$ cat src/rtl/opb_master_pkg.sv
// Shared OPB master definitions: FSM states, response priority resolution,
// and the [0:31] big-endian bus to [31:0] little-endian bit reversal.
package opb_master_pkg;

  typedef enum logic [1:0] {
    ST_IDLE = 2'd0,
    ST_REQ  = 2'd1,
    ST_XFER = 2'd2
  } opb_state_e;

  // Slave responses seen in XFER, listed highest priority first
  typedef enum logic [2:0] {
    RSP_NONE  = 3'd0,
    RSP_ERR   = 3'd1,
    RSP_ACK   = 3'd2,
    RSP_TMO   = 3'd3,
    RSP_RETRY = 3'd4
  } opb_rsp_e;

  // Collapse simultaneous responses to the single one that wins this cycle
  function automatic opb_rsp_e opb_resolve(input logic err_ack, input logic xfer_ack,
                                           input logic tmo, input logic retry);
    if (err_ack)       return RSP_ERR;
    else if (xfer_ack) return RSP_ACK;
    else if (tmo)      return RSP_TMO;
    else if (retry)    return RSP_RETRY;
    else               return RSP_NONE;
  endfunction

  // OPB bit 0 is the MSB; result bit i takes bus bit 31-i
  function automatic logic [31:0] opb_bitrev(input logic [0:31] d);
    logic [31:0] r;
    for (int i = 0; i < 32; i++) begin
      r[i] = d[31-i];
    end
    return r;
  endfunction

endpackage

$ cat src/rtl/opb_status_poller_if.sv
// OPB master-side bus bundle.
//   master modport: drives M_* request/transfer signals, receives OPB_* responses
//   slave  modport: arbiter/slave view, the mirror image
interface opb_status_poller_if;
  logic        M_request;
  logic        OPB_MGrant;
  logic        M_select;
  logic        M_RNW;
  logic [0:31] M_ABus;
  logic [0:3]  M_BE;
  logic [0:31] M_DBus;
  logic        M_seqAddr;
  logic [0:31] OPB_DBus;
  logic        OPB_xferAck;
  logic        OPB_errAck;
  logic        OPB_retry;
  logic        OPB_timeout;

  modport master (
    output M_request, M_select, M_RNW, M_ABus, M_BE, M_DBus, M_seqAddr,
    input  OPB_MGrant, OPB_DBus, OPB_xferAck, OPB_errAck, OPB_retry, OPB_timeout
  );

  modport slave (
    input  M_request, M_select, M_RNW, M_ABus, M_BE, M_DBus, M_seqAddr,
    output OPB_MGrant, OPB_DBus, OPB_xferAck, OPB_errAck, OPB_retry, OPB_timeout
  );
endinterface

$ cat src/rtl/opb_poll_timer.sv
// Poll launch generator: period counter, one-deep pending slot, missed counter.
//   OPB_Clk/OPB_Rst : clock, synchronous active-high reset
//   poll_en         : lets the period counter run
//   poll_now        : immediate launch request
//   fsm_idle        : poller FSM is in IDLE this cycle
//   start_c         : combinational, FSM should leave IDLE now
//   missed_count    : saturating count of launches dropped while busy
module opb_poll_timer #(
  parameter int unsigned C_POLL_PERIOD = 1024
) (
  input  logic       OPB_Clk,
  input  logic       OPB_Rst,
  input  logic       poll_en,
  input  logic       poll_now,
  input  logic       fsm_idle,
  output logic       start_c,
  output logic [7:0] missed_count
);

  localparam int unsigned CNT_W = $clog2(C_POLL_PERIOD);

  logic [CNT_W-1:0] cnt_q, cnt_d;
  logic             pending_q, pending_d;
  logic [7:0]       missed_q, missed_d;
  logic             tick;
  logic             launch;

  // Period tick, launch merge, and pending/missed bookkeeping
  always_comb begin
    cnt_d     = cnt_q;
    pending_d = pending_q;
    missed_d  = missed_q;
    tick      = 1'b0;
    start_c   = 1'b0;
    launch    = 1'b0;

    if (poll_en) begin
      if (cnt_q == CNT_W'(C_POLL_PERIOD - 1)) begin
        tick  = 1'b1;
        cnt_d = '0;
      end else begin
        cnt_d = cnt_q + CNT_W'(1);
      end
    end

    launch = tick | poll_now;

    // A launch arriving together with a queued one in IDLE merges into one poll
    if (fsm_idle) begin
      start_c   = launch | pending_q;
      pending_d = 1'b0;
    end else if (launch) begin
      if (!pending_q) begin
        pending_d = 1'b1;
      end else if (missed_q != 8'hFF) begin
        missed_d = missed_q + 8'd1;
      end
    end
  end

  always_ff @(posedge OPB_Clk) begin
    if (OPB_Rst) begin
      cnt_q     <= '0;
      pending_q <= 1'b0;
      missed_q  <= 8'd0;
    end else begin
      cnt_q     <= cnt_d;
      pending_q <= pending_d;
      missed_q  <= missed_d;
    end
  end

  assign missed_count = missed_q;

endmodule

$ cat src/rtl/opb_status_poller.sv
// OPB read master that periodically fetches one status register.
//   OPB_Clk/OPB_Rst : clock, synchronous active-high reset
//   opb             : OPB master bus bundle (request/grant, select, address, responses)
//   poll_en         : enable periodic polling
//   poll_now        : one-cycle pulse, poll immediately
//   status_data     : last successfully read word, LSB-0 ordering
//   status_valid    : one-cycle pulse when status_data updates
//   err_flag        : sticky error (errAck, timeout, retry exhaustion)
//   missed_count    : saturating count of launches dropped while busy
module opb_status_poller
  import opb_master_pkg::*;
#(
  parameter logic [31:0] C_TARGET_ADDR = 32'h0108_0100,
  parameter int unsigned C_POLL_PERIOD = 1024,
  parameter int unsigned C_TIMEOUT     = 16,
  parameter int unsigned C_MAX_RETRY   = 4
) (
  input  logic                       OPB_Clk,
  input  logic                       OPB_Rst,
  opb_status_poller_if.master        opb,
  input  logic                       poll_en,
  input  logic                       poll_now,
  output logic [31:0]                status_data,
  output logic                       status_valid,
  output logic                       err_flag,
  output logic [7:0]                 missed_count
);

  localparam int unsigned TMO_W = $clog2(C_TIMEOUT + 1);
  localparam int unsigned RTY_W = $clog2(C_MAX_RETRY + 1);

  opb_state_e       state_q, state_d;
  logic [TMO_W-1:0] tmo_cnt_q, tmo_cnt_d;
  logic [RTY_W-1:0] rty_cnt_q, rty_cnt_d;
  logic             req_q, req_d;
  logic             sel_q, sel_d;
  logic [31:0]      data_q, data_d;
  logic             valid_q, valid_d;
  logic             err_q, err_d;
  logic             start_c;
  logic             tmo_hit;
  opb_rsp_e         rsp;

  opb_poll_timer #(
    .C_POLL_PERIOD (C_POLL_PERIOD)
  ) u_timer (
    .OPB_Clk      (OPB_Clk),
    .OPB_Rst      (OPB_Rst),
    .poll_en      (poll_en),
    .poll_now     (poll_now),
    .fsm_idle     (state_q == ST_IDLE),
    .start_c      (start_c),
    .missed_count (missed_count)
  );

  // Next-state, response handling and data capture
  always_comb begin
    state_d   = state_q;
    tmo_cnt_d = tmo_cnt_q;
    rty_cnt_d = rty_cnt_q;
    data_d    = data_q;
    valid_d   = 1'b0;
    err_d     = err_q;
    tmo_hit   = opb.OPB_timeout || (tmo_cnt_q == TMO_W'(C_TIMEOUT - 1));
    rsp       = opb_resolve(opb.OPB_errAck, opb.OPB_xferAck, tmo_hit, opb.OPB_retry);

    case (state_q)
      ST_IDLE: begin
        if (start_c) begin
          state_d   = ST_REQ;
          rty_cnt_d = '0;
        end
      end
      ST_REQ: begin
        if (opb.OPB_MGrant) begin
          state_d   = ST_XFER;
          tmo_cnt_d = '0;
        end
      end
      ST_XFER: begin
        tmo_cnt_d = tmo_cnt_q + TMO_W'(1);
        case (rsp)
          RSP_ERR: begin
            err_d   = 1'b1;
            state_d = ST_IDLE;
          end
          RSP_ACK: begin
            data_d  = opb_bitrev(opb.OPB_DBus);
            valid_d = 1'b1;
            state_d = ST_IDLE;
          end
          RSP_TMO: begin
            err_d   = 1'b1;
            state_d = ST_IDLE;
          end
          RSP_RETRY: begin
            // C_MAX_RETRY retries re-request; the next one gives up
            if (rty_cnt_q == RTY_W'(C_MAX_RETRY)) begin
              err_d   = 1'b1;
              state_d = ST_IDLE;
            end else begin
              rty_cnt_d = rty_cnt_q + RTY_W'(1);
              state_d   = ST_REQ;
            end
          end
          default: ;
        endcase
      end
      default: state_d = ST_IDLE;
    endcase

    req_d = (state_d == ST_REQ);
    sel_d = (state_d == ST_XFER);
  end

  always_ff @(posedge OPB_Clk) begin
    if (OPB_Rst) begin
      state_q   <= ST_IDLE;
      tmo_cnt_q <= '0;
      rty_cnt_q <= '0;
      req_q     <= 1'b0;
      sel_q     <= 1'b0;
      data_q    <= 32'h0;
      valid_q   <= 1'b0;
      err_q     <= 1'b0;
    end else begin
      state_q   <= state_d;
      tmo_cnt_q <= tmo_cnt_d;
      rty_cnt_q <= rty_cnt_d;
      req_q     <= req_d;
      sel_q     <= sel_d;
      data_q    <= data_d;
      valid_q   <= valid_d;
      err_q     <= err_d;
    end
  end

  // Address/BE are gated by the select flop so they read 0 outside a transfer
  assign opb.M_request = req_q;
  assign opb.M_select  = sel_q;
  assign opb.M_RNW     = sel_q;
  assign opb.M_ABus    = sel_q ? C_TARGET_ADDR : 32'h0;
  assign opb.M_BE      = sel_q ? 4'hF : 4'h0;
  assign opb.M_DBus    = 32'h0;
  assign opb.M_seqAddr = 1'b0;

  assign status_data  = data_q;
  assign status_valid = valid_q;
  assign err_flag     = err_q;

endmodule

$ cat src/flat_wrapper.sv
// flat-port wrapper written by rule: the top's interface ports become plain ports
module opb_status_poller_flat import opb_master_pkg::*;
#(
  parameter logic [31:0] C_TARGET_ADDR = 32'h0108_0100,
  parameter int unsigned C_POLL_PERIOD = 1024,
  parameter int unsigned C_TIMEOUT     = 16,
  parameter int unsigned C_MAX_RETRY   = 4
)
  (OPB_Clk, OPB_Rst, poll_en, poll_now, status_data, status_valid, err_flag, missed_count, opb_M_request, opb_M_select, opb_M_RNW, opb_M_ABus, opb_M_BE, opb_M_DBus, opb_M_seqAddr, opb_OPB_MGrant, opb_OPB_DBus, opb_OPB_xferAck, opb_OPB_errAck, opb_OPB_retry, opb_OPB_timeout);
  opb_status_poller_if opb_i ();
  input  logic OPB_Clk;
  input  logic OPB_Rst;
  input  logic poll_en;
  input  logic poll_now;
  output logic [31:0] status_data;
  output logic status_valid;
  output logic err_flag;
  output logic [7:0] missed_count;
  output wire logic [$bits(opb_i.M_request)-1:0] opb_M_request;
  output wire logic [$bits(opb_i.M_select)-1:0] opb_M_select;
  output wire logic [$bits(opb_i.M_RNW)-1:0] opb_M_RNW;
  output wire logic [$bits(opb_i.M_ABus)-1:0] opb_M_ABus;
  output wire logic [$bits(opb_i.M_BE)-1:0] opb_M_BE;
  output wire logic [$bits(opb_i.M_DBus)-1:0] opb_M_DBus;
  output wire logic [$bits(opb_i.M_seqAddr)-1:0] opb_M_seqAddr;
  input wire logic [$bits(opb_i.OPB_MGrant)-1:0] opb_OPB_MGrant;
  input wire logic [$bits(opb_i.OPB_DBus)-1:0] opb_OPB_DBus;
  input wire logic [$bits(opb_i.OPB_xferAck)-1:0] opb_OPB_xferAck;
  input wire logic [$bits(opb_i.OPB_errAck)-1:0] opb_OPB_errAck;
  input wire logic [$bits(opb_i.OPB_retry)-1:0] opb_OPB_retry;
  input wire logic [$bits(opb_i.OPB_timeout)-1:0] opb_OPB_timeout;
  assign opb_M_request = opb_i.M_request;
  assign opb_M_select = opb_i.M_select;
  assign opb_M_RNW = opb_i.M_RNW;
  assign opb_M_ABus = opb_i.M_ABus;
  assign opb_M_BE = opb_i.M_BE;
  assign opb_M_DBus = opb_i.M_DBus;
  assign opb_M_seqAddr = opb_i.M_seqAddr;
  assign opb_i.OPB_MGrant = opb_OPB_MGrant;
  assign opb_i.OPB_DBus = opb_OPB_DBus;
  assign opb_i.OPB_xferAck = opb_OPB_xferAck;
  assign opb_i.OPB_errAck = opb_OPB_errAck;
  assign opb_i.OPB_retry = opb_OPB_retry;
  assign opb_i.OPB_timeout = opb_OPB_timeout;
  opb_status_poller #(.C_TARGET_ADDR(C_TARGET_ADDR), .C_POLL_PERIOD(C_POLL_PERIOD), .C_TIMEOUT(C_TIMEOUT), .C_MAX_RETRY(C_MAX_RETRY)) u_core (.OPB_Clk(OPB_Clk), .OPB_Rst(OPB_Rst), .opb(opb_i), .poll_en(poll_en), .poll_now(poll_now), .status_data(status_data), .status_valid(status_valid), .err_flag(err_flag), .missed_count(missed_count));
endmodule
$ cat config.mk
export PLATFORM = sky130hd
export DESIGN_NAME = opb_status_poller_flat
export DESIGN_NICKNAME = d
export VERILOG_FILES = /design/src/rtl/opb_master_pkg.sv /design/src/rtl/opb_status_poller_if.sv /design/src/rtl/opb_poll_timer.sv /design/src/rtl/opb_status_poller.sv /design/src/flat_wrapper.sv
export SDC_FILE = /design/constraint.sdc
export NUM_CORES = 1
export LEC_CHECK = 0
export ABC_AREA = 1
export ABC_CLOCK_PERIOD_IN_PS = 1750
export CORE_MARGIN = 2
export CORE_UTILIZATION = 37
export CTS_CLUSTER_SIZE = 10
export DETAILED_ROUTE_END_ITERATION = 6
export PLACE_DENSITY = 0.82
export SETUP_SLACK_MARGIN = 0.4
export SYNTH_ARGS = -nofsm -noshare
export SYNTH_HDL_FRONTEND = slang
export SYNTH_SLANG_ARGS = --single-unit
$ cat constraint.sdc
create_clock -name OPB_Clk -period 1.75 [get_ports OPB_Clk]
set_clock_uncertainty 0.05 [all_clocks]
set_input_delay 0.35 -clock OPB_Clk [delete_from_list [all_inputs] [get_ports OPB_Clk]]
set_output_delay 0.35 -clock OPB_Clk [all_outputs]
set_load 0.01 [all_outputs]
# Word level (Yosys, flattened, before mapping)
# Index checks and enable logic that the tools add are counted.
[op_classes] eq_ne=17 muxes=24 n_addsub=4 bitwise_logic=4 n_reduce_logical=14
[ops] op="$mux W25" n=1
[ops] op="$mux W3" n=7
[ops] op="$add A10 B1 Y10 const B" n=1
[ops] op="$eq A10 B10 Y1 const B" n=1
[ops] op="$mux W10" n=1
[ops] op="$pmux W5 S2" n=1
[ops] op="$add A8 B1 Y8 const B" n=1
[ops] op="$ne A8 B8 Y1 const B" n=1
[ops] op="$reduce_and A4 Y1" n=2
[ops] op="$eq A3 B2 Y1 const B" n=2
[ops] op="$eq A3 B3 Y1 const B" n=2
[ops] op="$mux W1" n=6
[ops] op="$ne A2 B1 Y1 const B" n=3
[ops] op="$pmux W2 S3" n=1
[ops] op="$pmux W3 S2" n=1
[ops] op="$reduce_bool A2 Y1" n=3
[ops] op="$reduce_or A2 Y1" n=3
[ops] op="$add A5 B1 Y5 const B" n=1
[ops] op="$eq A5 B4 Y1 const B" n=1
[ops] op="$mux W5" n=1
[ops] op="$eq A2 B1 Y1 const B" n=2
[ops] op="$eq A2 B2 Y1 const B" n=2
[ops] op="$mux W2" n=2
[ops] op="$mux W4" n=1
[ops] op="12 further kinds" n=16
[word_totals] reg_bits=65 out_inout_bits=114 word_cells=74 inputBits=41

# Longest topological paths before layout
[depth] ltp_word=10 ltp_mapped=12 mapped_depth_nobuf=11

# By module
# A second synthesis with hierarchy kept.
[hier_totals] hier_cells=462 hier_area_um2=3437.0
[by_module_without_submodules] module="opb_status_poller" n_inst=1 area_each_um2=2363.5 seq_area_each_um2=920.9 cells_each=303
[by_module_without_submodules] module="opb_poll_timer" n_inst=1 area_each_um2=1073.5 seq_area_each_um2=380.4 cells_each=159

# Worst setup path after synthesis
# OpenSTA, ideal clock, no wires.
[synth_timing] path_kind="register to register" start="reg u_core.tmo_cnt_q[0]" end="reg u_core.rty_cnt_q[1]" setup_ps=128 n_path_buf=1 stages_incl_launch_ff=13 arrival_time_ps=1551 period_less_slack_ps=1729 required_ps=1572 slack_ps=21 cell_sequence="dfxtp_1 -> ha_1 -> nand2_1 -> nor2_1 -> ha_1 -> nor2_1 -> nand4_1 -> or2_1 -> buf_6 -> nand2_4 -> nand2_1 -> nand2_1 -> nor2_1"
[synth_via] elab_chain_cells=8
[synth_lines] element="start: declaration" line_no="opb_status_poller.sv:33" rtl="logic [TMO_W-1:0] tmo_cnt_q, tmo_cnt_d;"
[synth_lines] element="start signal: assignment" line_no="opb_status_poller.sv:128" rtl="tmo_cnt_q <= tmo_cnt_d;"
[synth_lines] element="$eq A5 B4 Y1" line_no="opb_status_poller.sv:64" rtl="tmo_hit = opb.OPB_timeout || (tmo_cnt_q == TMO_W'(C_TIMEOUT - 1));"
[synth_lines] element="$logic_or A1 B1 Y1" line_no="opb_status_poller.sv:64"
[synth_lines] element="$mux W3" line_no="opb_master_pkg.sv:25" rtl="else if (tmo) return RSP_TMO;"
[synth_lines] element="$mux W3" line_no="opb_master_pkg.sv:24" rtl="else if (xfer_ack) return RSP_ACK;"
[synth_lines] element="$mux W3" line_no="opb_master_pkg.sv:23" rtl="if (err_ack) return RSP_ERR;"
[synth_lines] element="$eq A3 B3 Y1" line_no="opb_status_poller.sv:82" rtl="case (rsp)"
[synth_lines] element="$ne A2 B1 Y1 (no line)"
[synth_lines] element="$reduce_and A4 Y1 (no line)"
[synth_lines] element="end signal: assignment" line_no="opb_status_poller.sv:129" rtl="rty_cnt_q <= rty_cnt_d;"
[synth_lines] element="end: declaration" line_no="opb_status_poller.sv:34" rtl="logic [RTY_W-1:0] rty_cnt_q, rty_cnt_d;"
# Every way passes these cells.
# A chain may end at the register's enable or synchronous reset.

# Worst setup path after layout
[layout_timing] start="reg u_core.tmo_cnt_q[0]" end="reg u_core.req_q, in the netlist u_core.opb.M_request"
[layout_via] elab_chain_cells=10 word_cells_on_any_way=13 classes_between="eq/ne: 6; mux: 5; reduce/logical: 2"
[layout_lines] element="$eq A5 B4 Y1 (*)" line_no="opb_status_poller.sv:64"
[layout_lines] element="$logic_or A1 B1 Y1 (*)" line_no="opb_status_poller.sv:64"
[layout_lines] element="$mux W3 (*)" line_no="opb_master_pkg.sv:25"
[layout_lines] element="$mux W3 (*)" line_no="opb_master_pkg.sv:24"
[layout_lines] element="$mux W3 (*)" line_no="opb_master_pkg.sv:23"
[layout_lines] element="$eq A3 B2 Y1 / $eq A3 B1 Y1 (equally long branches)" line_no="opb_status_poller.sv:82"
[layout_lines] element="$reduce_or A3 Y1 (no line)"
[layout_lines] element="$pmux W2 S2 (*)" line_no="opb_status_poller.sv:82"
[layout_lines] element="$pmux W2 S3 (*)" line_no="opb_status_poller.sv:67" rtl="case (state_q)"
[layout_lines] element="$eq A2 B1 Y1 (*)" line_no="opb_status_poller.sv:112" rtl="req_d = (state_d == ST_REQ);"
[layout_lines] element="end signal: assignment" line_no="opb_status_poller.sv:130" rtl="req_q <= req_d;"
[layout_lines] element="end: declaration" line_no="opb_status_poller.sv:35" rtl="logic req_q, req_d;"
# Mark *: on every way between the ends. The rest lies on a longest branch, timed or not.

==> out/metrics.yaml <==
status: "finished clean"
yosys-top-cells-area: "dfxtp_1, buf_4, nor2_1"
synth.distinct_cells: 31
worstSetupEndpointType: "register"
fin_cells: 668
hp-class: "reg2reg"
die_w_um: 97.3
cp.arrival_ns: 1.89
hold_violations: 0
cts_tree: "built"
route.detailed.drc: 0
min_period_over_period: 0.966
grtUsageTotal: 0.157
cp.required_ns: 1.95
placed_area_um2: 4060
n_antenna_cell: 0
ioPinCount: 155
drt_first_iter_violations: 73
async_flop_share: 0
yosys_warnings: 0
worstPathMaxFanout: 6
die_h_um: 97.3
rsz0062_at_grt: "yes"
nets: 602
max_freq_mhz: 591
syn2layout_area_growth_pct: 48.8
vias: 3036
drive_gt1_frac: 0.336
clockBufferDepth: 2
dp.cells: 623
netlist_area_um2: 3220
grt_pass1_vias: 2863
grt.overflow.total: 0
nFillCells: 790
fin_area_um2: 4790
path_clk_slew_ns: 0.07
avgSynthCellArea_um2: 7.50
grt_pass1_wl_um: 12500
p_per_area_nw_per_um2: 634
synth-edff-count: 0
start_util: 0.375
drtAntennaViolNets: 0
wl_um: 8140
clock-sinks: 65
avgViaCountPerCell: 4.54
synth-seq-cells: 65
finalCriticalPeriod_ns: 1.69
num_rows: 34
numCtsBuffers: 9
dp_slack_ns: -0.157
synth_top_area_share: 0.404
vdd_drop_max_mv: 0.422
cts_max_level: 3
synthCells: 430
grt_start_max_net_pins: 36
cts-root-buf: "clkbuf_8"
yosysMostFrequentCell: "nor2_1"
antenna_found_initial: 0
maxCapViolCount: 0
clk_latency_ns: 0.33
crit_path_start_kind: "register"
gp_congestion: 0.780
synth_area_leader_cell: "dfxtp_1"
core_um2: 8590
power_leakage_nw: 2.13
worst_slack_ns: 0.0594
wire_per_inst_um: 12.2
worstSetupPathType: "reg2reg"
dr.pass1.iters: 4
portBuffers: 92
slew_violations: 0
synth_ff_type: "dfxtp_1"
synth_common_cells: "nor2_1, buf_4, dfxtp_1"
p_total_mw: 3.04
dp_hpwl_um: 5100
setup_violations: 0
ys_seq_area_frac: 0.404
die-area_um2: 9470
tns_ns: 0
cell usage in the layout (no fill, tap or decap), drive strengths merged, types with 21 or more instances in the layout:
cell	instances
nor2	97
dfxtp	65
conb	62
buf	52
nand2	48
clkbuf	42
o21ai	38
clkdlybuf4s50	37
inv	28
a21oi	21
logic make-up after synthesis:
group	share of synthesized area
and+or+nand+nor	0.235
buffers and inverters	0.215
DFF	0.404
AOI/OAI and AO/OA	0.0998
xor gates and xnor gates	0.0217
adders and majority gates	0.0233
other	0.00116
flip-flops by register name, indices dropped and copies added, names as in the netlist:
name,cells
u_core.rty_cnt_q,3
u_core.u_timer.pending_q,1
u_core.status_data,32
u_core.opb.M_request,1
u_core.status_valid,1
u_core.u_timer.cnt_q,10
u_core.err_flag,1
u_core.opb.M_RNW,1
u_core.tmo_cnt_q,5
u_core.u_timer.missed_count,8
u_core.state_q,2
metrics by stage:
stage / util / hold WS [ns]
3_3_place_gp: 0.473 / 0.385
4_1_cts: 0.526 / 0.419
3_5_place_dp: 0.473 / 0.397
6_report: 0.558 / 0.415
2_1_floorplan: - / 0.373
5_1_grt: 0.558 / 0.450
report_power, final:
group          internal (mW)  switching, mW  total, mW
sequential              1.50         0.0194       1.52
combinational          0.177          0.207      0.384
clock                  0.594          0.546       1.14
total                   2.27          0.772       3.04
per-layer routing:
layer	track usage	vias up	wire (µm)
met2	0.278	120	4140
li1	-	1492	-
met3	0.0626	13	731
met5	0	-	0
met4	0.0598	0	163
met1	0.169	1411	3100
cell type report:
cell class              count  area, µm²  area share
repair buffers            135       1250       0.260
inverters                  28        120      0.0251
well taps                 108        135      0.0282
multi-input cells         316       1780       0.372
flip-flops and latches     65       1330       0.278
clock inverters             2       13.8     0.00287
clock buffers              14        163      0.0339
worst paths after layout:
check                                            end  slack (ns)                 from  cells after the start
worst min-delay path                 u_core.err_flag        0.41      u_core.err_flag                      2
worst max register to register  u_core.opb.M_request        0.06  u_core.tmo_cnt_q[0]                      9
worst min register to register       u_core.err_flag        0.41      u_core.err_flag                      2
worst max-delay path            u_core.opb.M_request        0.06  u_core.tmo_cnt_q[0]                      9
what timing repair did:
action	in CTS	in global routing
endpoints found under the setup margin	109	106
pin swaps	21	40
buffers inserted	13	13
gates cloned	1	2
hold buffers	0	0
gates resized for setup	164	143
hold endpoints to repair	0	0
worst max-delay path: stages (launching register included):
cell and delay [ns]:
dfxtp_2 0.34, ha_4 0.16, nand2_4 0.08, nor2_4 0.04, ha_4 0.16, nor2_4 0.08
nand4_1 0.11, or2_4 0.29, buf_4 0.14, a31oi_2 0.16
Note: power is estimated with default switching activity, not from simulation.
==> edit: new RTL, same flow settings <==
`C_POLL_PERIOD` is set to 1024 in 3 places; all go to 512.
--- a/src/rtl/opb_poll_timer.sv
+++ b/src/rtl/opb_poll_timer.sv
@@ -8,3 +8,3 @@
 module opb_poll_timer #(
-  parameter int unsigned C_POLL_PERIOD = 1024
+  parameter int unsigned C_POLL_PERIOD = 512
 ) (
--- a/src/rtl/opb_status_poller.sv
+++ b/src/rtl/opb_status_poller.sv
@@ -13,3 +13,3 @@
   parameter logic [31:0] C_TARGET_ADDR = 32'h0108_0100,
-  parameter int unsigned C_POLL_PERIOD = 1024,
+  parameter int unsigned C_POLL_PERIOD = 512,
   parameter int unsigned C_TIMEOUT     = 16,
--- a/src/flat_wrapper.sv
+++ b/src/flat_wrapper.sv
@@ -4,3 +4,3 @@
   parameter logic [31:0] C_TARGET_ADDR = 32'h0108_0100,
-  parameter int unsigned C_POLL_PERIOD = 1024,
+  parameter int unsigned C_POLL_PERIOD = 512,
   parameter int unsigned C_TIMEOUT     = 16,
Check against the original RTL: no difference found for any inputs over 4 cycles, from zero or initial values and one cycle with OPB_Rst high; that may be too few to reach the edited logic, so the function may still have changed.
==> edit against the original RTL <==
  * The flow now finishes with violations (setup timing)
  * Area after synthesis shrank 0.62%
  * Critical path depth is the same
  * Highest routed layer unchanged
  * Sequential cell count shrank 1
  * Die area shrank 0.61%
  * Worst setup slack lost 0.087 ns
  * Power grew 5.4%
  * Wire length grew 4.2%
  * Design area grew 2.1%
  * Final cell count shrank 0.30%
==> edit: results (changes against the original RTL) <==
Run status
The flow ran to the end, but the final reports show violations. The final reports fail on setup timing.

GRT
The met2 demand-to-capacity share in global routing is 29.1% (+1.2 points). The met3 track demand over resource in global routing is 7.80% (+1.5 points). The met1 layer usage reported by global route is 18.2% (+1.3 points). The via count of the first global-routing pass was 2907 (+1.5%). The maximum number of pins on one net before global-route repair was 33 (-8.3%). The global-route usage over all layers is 17.0% (+1.3 points).

STA
The worst path setup slack after routing is -0.0272 ns (-0.0866 ns). The accumulated negative setup slack came to -0.0272 ns (-0.0272 ns). The setup-violating endpoint count in the final report came to 1 (+1).

Placement
The global placer's final weighted congestion is 0.812 (+4.1%). The minimum setup slack after placement is -0.0698 ns (+0.0873 ns). The placed wire-length estimate after detailed placement came to 5130 um (+0.43%).

Critical path
The maximum fanout along the worst path is 8 (+2). The critical register-to-register path endpoint is u_core.u_timer.missed_count[4]. The worst register-to-register path begins at u_core.u_timer.cnt_q[3].

The largest individual stage delay along the critical path comes from the cell sky130_fd_sc_hd__dfxtp_4.

Min path
The worst hold path begins at opb_OPB_xferAck. The count of cells along the worst hold path was 4 (+2).

Synth
The area share of the leading cell type in the synthesized netlist is 40.0% (-0.37 points). The cell count after synthesis is 436 (+1.4%). Sorting the synthesized cells by area gives the leading types as sky130_fd_sc_hd__dfxtp_1 40%, sky130_fd_sc_hd__buf_4 16%, sky130_fd_sc_hd__nor2_1 10%. Counting instances in the post-synthesis netlist gives the leading cell types as 89 x sky130_fd_sc_hd__nor2_1, 70 x sky130_fd_sc_hd__buf_4, 64 x sky130_fd_sc_hd__dfxtp_1.

The fraction of synthesized cell area in xor and xnor cells came to 1.09% (-1.1 points). The adder-cell area share of the yosys netlist is 2.73% (+0.41 points). The compound-cell area share of the yosys netlist is 10.2% (+0.22 points).

The number of different library cells in the post-synthesis netlist is 28 (-9.7%).

Pwr
The peak supply drop came to 0.448 mV (+6.2%). The power drawn by the clock network is 1.31 mW (+15%). The net switching power came to 0.789 mW (+2.2%).

Detailed routing
The detailed route wirelength on metal2 came to 4290 um (+3.5%). The violation count after the first detailed-route iteration is 131 (+79%). The detailed-route wire length is 8480 um (+4.2%).

The count of TritonRoute iterations in the first routing pass is 5 (+1). The via density per instance is 4.59 (+0.89%). The via count is 3054 (+0.59%). The detailed-routed wire length on met3 came to 790 um (+8.1%).

Clocking
The post-CTS repair timing setup buffer count came to 16 (+3). The number of cells upsized or downsized after cts is 214 (+30%).

Final layout
The fraction of layout instances using a drive strength above 1 is 36.0% (+2.4 points). The number of nets at the end of the flow is 605 (+0.50%). The signed area change from the synthesized netlist to the final layout is 52.9%.

The number of inserted filler cells in the final layout was 700 (-11%).
[edit: worst max path at each step]
| stage | slack, ns | to |
|---|---|---|
| 5_1_grt | -0.14 | u_core.u_timer.missed_count[4] |
| 3_3_place_gp | -0.05 | u_core.u_timer.missed_count[1] |
| 2_1_floorplan | 0.07 | u_core.u_timer.missed_count[1] |
| 3_5_place_dp | -0.07 | u_core.u_timer.missed_count[1] |
| 6_report | -0.03 | u_core.u_timer.missed_count[4] |
| 4_1_cts | 0.05 | u_core.u_timer.missed_count[1] |
[edit: final cells by class]
type                    count  area share, %
multi-input cells         318           38.2
flip-flops and latches     64           27.1
repair buffers            132           25.2
clock buffers              12           3.37
well taps                 105           2.68
inverters                  32           2.61
clock inverters             3          0.818
[edit: logic make-up (layout without fill, tap and decap cells)]
group | count (synthesis) | count (layout)
simple gates | 180 | 180
other cells | 1 | 62
flops | 64 | 64
fa+ha+maj | 7 | 7
compound gates | 65 | 65
buf+inv | 115 | 179
xor+xnor | 4 | 4
